[config.mk]
export PLATFORM = sky130hd
export DESIGN_NAME = fetch_decode
export DESIGN_NICKNAME = d
export VERILOG_FILES = /design/src/rtl/fetch_decode_pkg.sv /design/src/rtl/fetch_decode_instr_field_decode.sv /design/src/rtl/fetch_decode.sv
export SDC_FILE = /design/constraint.sdc
export NUM_CORES = 1
export LEC_CHECK = 0
export BUFFER_PORTS_ARGS = -buffer_cell sky130_fd_sc_hd__clkbuf_2
export CAP_MARGIN = 0
export CORE_MARGIN = 2
export CORE_UTILIZATION = 40
export DETAILED_ROUTE_END_ITERATION = 10
export GPL_TIMING_DRIVEN = 0
export PLACE_DENSITY_LB_ADDON = 0.2
export SETUP_SLACK_MARGIN = 0.5
export SLEW_MARGIN = 15
export SYNTH_ARGS = -nofsm -noshare
export SYNTH_HDL_FRONTEND = slang
export SYNTH_SLANG_ARGS = --single-unit
export TNS_END_PERCENT = 1
[constraint.sdc]
create_clock -name clk -period 1.8 [get_ports clk]
set_input_delay 0.54 -clock clk [delete_from_list [all_inputs] [get_ports clk]]
set_output_delay 0.54 -clock clk [all_outputs]
set_load 0.05 [all_outputs]
[src/rtl/fetch_decode_pkg.sv]
// Shared instruction-format constants for the YASAC control unit.
// Field positions, opcodes and register names are common to every unit that reads code words.
package fetch_decode_pkg;

  localparam int OP_MSB   = 15;
  localparam int OP_LSB   = 11;
  localparam int RA_MSB   = 10;
  localparam int RA_LSB   = 8;
  localparam int ZERO_MSB = 7;
  localparam int ZERO_LSB = 3;
  localparam int RB_MSB   = 2;
  localparam int RB_LSB   = 0;
  localparam int IMM_MSB  = 7;
  localparam int IMM_LSB  = 0;

  localparam logic [4:0] OP_MOV  = 5'd0;
  localparam logic [4:0] OP_ADD  = 5'd1;
  localparam logic [4:0] OP_SUB  = 5'd2;
  localparam logic [4:0] OP_LDI  = 5'd3;
  localparam logic [4:0] OP_STOP = 5'd31;

  localparam logic [2:0] R0 = 3'd0;
  localparam logic [2:0] R1 = 3'd1;
  localparam logic [2:0] R2 = 3'd2;
  localparam logic [2:0] R3 = 3'd3;
  localparam logic [2:0] R4 = 3'd4;
  localparam logic [2:0] R5 = 3'd5;
  localparam logic [2:0] R6 = 3'd6;
  localparam logic [2:0] R7 = 3'd7;

  // New immediate-format opcodes are added here so every decoder agrees on the format.
  function automatic logic is_imm_op(input logic [4:0] opcode);
    return opcode == OP_LDI;
  endfunction

endpackage

[src/rtl/fetch_decode_instr_field_decode.sv]
// Pure combinational split of a 16-bit instruction word into its Format A / Format B fields.
module instr_field_decode
  import fetch_decode_pkg::*;
(
  input  logic [15:0] ir,
  output logic [4:0]  op,
  output logic [2:0]  ra,
  output logic [2:0]  rb,
  output logic [7:0]  imm,
  output logic        fmt_b,
  output logic        zero_ok
);

  assign op      = ir[OP_MSB:OP_LSB];
  assign ra      = ir[RA_MSB:RA_LSB];
  assign rb      = ir[RB_MSB:RB_LSB];
  assign imm     = ir[IMM_MSB:IMM_LSB];
  assign fmt_b   = is_imm_op(ir[OP_MSB:OP_LSB]);
  assign zero_ok = (ir[ZERO_MSB:ZERO_LSB] == 5'd0);

endmodule

[src/rtl/fetch_decode.sv]
// YASAC control-unit front end: fetches code words, decodes them and issues them to the
// datapath over a valid/done handshake, handling jumps, STOP and illegal-word halts.
module fetch_decode
  import fetch_decode_pkg::*;
#(
  parameter logic [7:0] RESET_PC   = 8'h00,
  parameter bit         CHECK_ZERO = 1'b1
)
(
  input  logic        clk,
  input  logic        reset_n,
  input  logic        start,
  output logic [7:0]  code_addr,
  input  logic [15:0] code_data,
  output logic [4:0]  op,
  output logic [2:0]  ra,
  output logic [2:0]  rb,
  output logic [7:0]  imm,
  output logic        fmt_b,
  output logic        instr_valid,
  input  logic        exec_done,
  input  logic        pc_load,
  input  logic [7:0]  pc_load_val,
  output logic        busy,
  output logic        halted,
  output logic        illegal
);

  typedef enum logic [2:0] {
    ST_IDLE,
    ST_FETCH,
    ST_DECODE,
    ST_EXEC,
    ST_HALT
  } state_t;

  state_t      state_q, state_d;
  logic [7:0]  pc_q, pc_d;
  logic [15:0] ir_q, ir_d;
  logic        illegal_q, illegal_d;
  logic        zero_ok;

  instr_field_decode u_field_decode (
    .ir      (ir_q),
    .op      (op),
    .ra      (ra),
    .rb      (rb),
    .imm     (imm),
    .fmt_b   (fmt_b),
    .zero_ok (zero_ok)
  );

  always_ff @(posedge clk or negedge reset_n) begin
    if (!reset_n) begin
      state_q   <= ST_IDLE;
      pc_q      <= RESET_PC;
      ir_q      <= 16'h0000;
      illegal_q <= 1'b0;
    end else begin
      state_q   <= state_d;
      pc_q      <= pc_d;
      ir_q      <= ir_d;
      illegal_q <= illegal_d;
    end
  end

  // PC is incremented at fetch, so a non-jumping EXEC leaves it pointing at the next word.
  always_comb begin
    state_d   = state_q;
    pc_d      = pc_q;
    ir_d      = ir_q;
    illegal_d = illegal_q;
    case (state_q)
      ST_IDLE, ST_HALT: begin
        if (start) begin
          state_d   = ST_FETCH;
          pc_d      = RESET_PC;
          illegal_d = 1'b0;
        end
      end
      ST_FETCH: begin
        ir_d    = code_data;
        pc_d    = pc_q + 8'd1;
        state_d = ST_DECODE;
      end
      ST_DECODE: begin
        if (op == OP_STOP) begin
          state_d = ST_HALT;
        end else if (CHECK_ZERO && !fmt_b && !zero_ok) begin
          state_d   = ST_HALT;
          illegal_d = 1'b1;
        end else begin
          state_d = ST_EXEC;
        end
      end
      ST_EXEC: begin
        if (exec_done) begin
          state_d = ST_FETCH;
          if (pc_load) begin
            pc_d = pc_load_val;
          end
        end
      end
      default: state_d = ST_IDLE;
    endcase
  end

  assign code_addr   = pc_q;
  assign instr_valid = (state_q == ST_EXEC);
  assign busy        = (state_q == ST_FETCH) || (state_q == ST_DECODE) || (state_q == ST_EXEC);
  assign halted      = (state_q == ST_HALT);
  assign illegal     = illegal_q;

endmodule

==> impl_metrics.tcl <==
set metrics [dict create \
    async_flop_share_pct 100 \
    cts_tree "yes" \
    fin_ws_ps -96.6 \
    fin_area_um2 2420 \
    failed_checks "negative setup slack" \
    track_usage_pct 20.5 \
    placed_area_um2 1810 \
    die_area_um2 4100 \
    route.detailed.drc 0 \
    synth_top_area_cell "dfrtp_1" \
    post-route-util_pct 71.5 \
    vdd_drop_max_mv 1.03 \
    cp_slowest_cell "dfrtp_2" \
    fin_crit_ps 1900 \
    syn_nets 188 \
    relSlewSlack_pct 53.7 \
    grt_antenna_before_repair 0 \
    synth_flop_cell "dfrtp_1" \
    coreArea_um2 3390 \
    grt_max_degree 29 \
    setup_viol 3 \
    required_ps 1260 \
    path_class "reg -> out" \
    via_count 1359 \
    overflow 0 \
    netlist_area_um2 1440 \
    final_hold_viol_count 0 \
    syn_avg_cell_area_um2 9.11 \
    dp_hpwl_um 2450 \
    cpPeakStageDelay_ps 470 \
    yosysWarnings 0 \
    grt_pass1_vias 1353 \
    area_growth_pct 68.2 \
    clkTransAtPathRegs_ps 150 \
    skew_ps 0.795 \
    wl_per_cell_um 14.3 \
    timing.final.crit_share_pct 105 \
    cts_hold_buf 0 \
    yosys-top-cells-count "nand2_1 (57), dfrtp_1 (28), a22o_1 (8), nor2_1 (7), o21ai_1 (6)" \
    place_ws_ps 73.0 \
    setup.worst_path.start_class "register" \
    synth_cell_types 36 \
    firstDrtPassIters 4 \
    synth_edf_count 0 \
    drv_cap 0 \
    maxSlewViolCount 0 \
    p_leak_nw 1.16 \
    antennaDiodeCount 0 \
    cts_buffer_depth 2 \
    synth-seq-cells 28 \
    grt_pass1_wl_um 6540 \
    final_nets 259 \
    viasPerCell 4.96 \
    rsz0062_at_grt "yes" \
    die_x_um 64 \
    cts_made_buffers 3 \
    fp.dieH_um 64 \
    worst_pin_slew_ps 695 \
    cts_num_sinks 28 \
    cts_htree_levels 1 \
    synth_area_leaders "dfrtp_1 (49%), nand2_1 (15%), a22o_1 (4.9%), buf_6 (2.3%), and3_1 (2.2%)" \
    synth_top_area_share_pct 48.7 \
    insertion_delay_ps 320 \
    drtAntennaViolNets 0 \
    place_congestion 0.749 \
    netlist_instances 158 \
    start_util_pct 42.5 \
    fmax_mhz 527 \
    fp-row-count 21 \
    ios 61 \
    crit_path_cell_trace "nor4b_4 > buf_8" \
    drive_above_1_share_pct 55.7 \
    powerDensity_nw_per_um2 2240 \
    drt_wl_total_um 3910 \
    status "finished with violations" \
    hold_path.class "in -> async" \
    portBuffers 60 \
    cts_root_buf "clkbuf_4" \
    critPathArrivalTime_ps 1360 \
    endpoint_kind "output port" \
    drt_first_iter_violations 57 \
    yosysSeqAreaShare_pct 48.7 \
    crit_path_max_fanout 4 \
    yosysMostFrequentCell "nand2_1" \
]
[state kept, by name, summed over array words and instances, names as in the netlist]
name and flops:
ir_q 16, code_addr 8, state_q 3, illegal 1
[cell usage in the layout (no fill, tap or decap), drive strengths merged, types with 2 or more instances in the layout]
cell    instances
o21ai          11
dfrtp          28
clkbuf         37
inv             2
buf            44
nand2b          3
nor2            8
a21oi           5
nand2          57
and2            2
a22o            8
or3b            2
and3            5
[layer usage]
metal / wire length, um / GRT usage (%)
met1: 1720 / 26.7
met2: 1930 / 34.5
met3: 185 / 4.40
met4: 72 / 5.16
met5: 0 / 0
[final cells by class]
cell class              count  area [um^2]
fillers                   238          967
clock buffers               4         36.3
multi-input cells         117          752
well taps                  46         57.6
plain buffers              11          134
flip-flops and latches     28          719
repair buffers             66          716
inverters                   2         7.51
[stage by stage]
stage / hold WS, ps / total power [W] / setup TNS, ps / cells
after floorplan: 244 / 0.00324 / -174 / 158
final: 225 / 0.00542 / -205 / 274
after global routing: 259 / 0.00572 / -411 / 274
after CTS: 239 / 0.00505 / -290 / 270
after detailed placement: 469 / 0.00385 / 0 / 264
after global placement: 466 / 0.00382 / 0 / 264
[worst paths after layout]
kind | start | end | cells after the start | slack, ps
min | reset_n | illegal | 1 | 230
min in group clk | code_data[0] | ir_q[0] | 3 | 390
max in group asynchronous | reset_n | ir_q[11] | 1 | 1090
max | ir_q[15] | fmt_b | 2 | -100
min reg2reg | ir_q[11] | ir_q[11] | 2 | 520
max reg2reg | state_q[2] | ir_q[0] | 7 | 220
[repair_timing]
item                                    in CTS  in global routing
setup buffers                                2                  4
pin swaps                                   41                 15
resized for setup                          107                 44
endpoints found under the setup margin      60                 60
[where the power goes]
group          leakage, nW  internal [W]  switching, W
combinational        0.805       0.00169       0.00206
sequential           0.336      0.000938      0.000411
clock               0.0210      0.000124      0.000188
total                 1.16       0.00275       0.00266
[cells by family after synthesis]
group	Yosys count	share of synthesized area, %
and+or+nand+nor	84	27.4
buffers and inverters	13	6.34
AOI/OAI and AO/OA	32	16.8
adders and majority gates	1	0.869
DFF	28	48.7
[critical path: cells and delay by family, from the launching register on]
family / cells / cell delay, ps
flops: 1 / 470
simple gates: 1 / 360
buf+inv: 1 / 190
(Power assumes the default switching activity.)
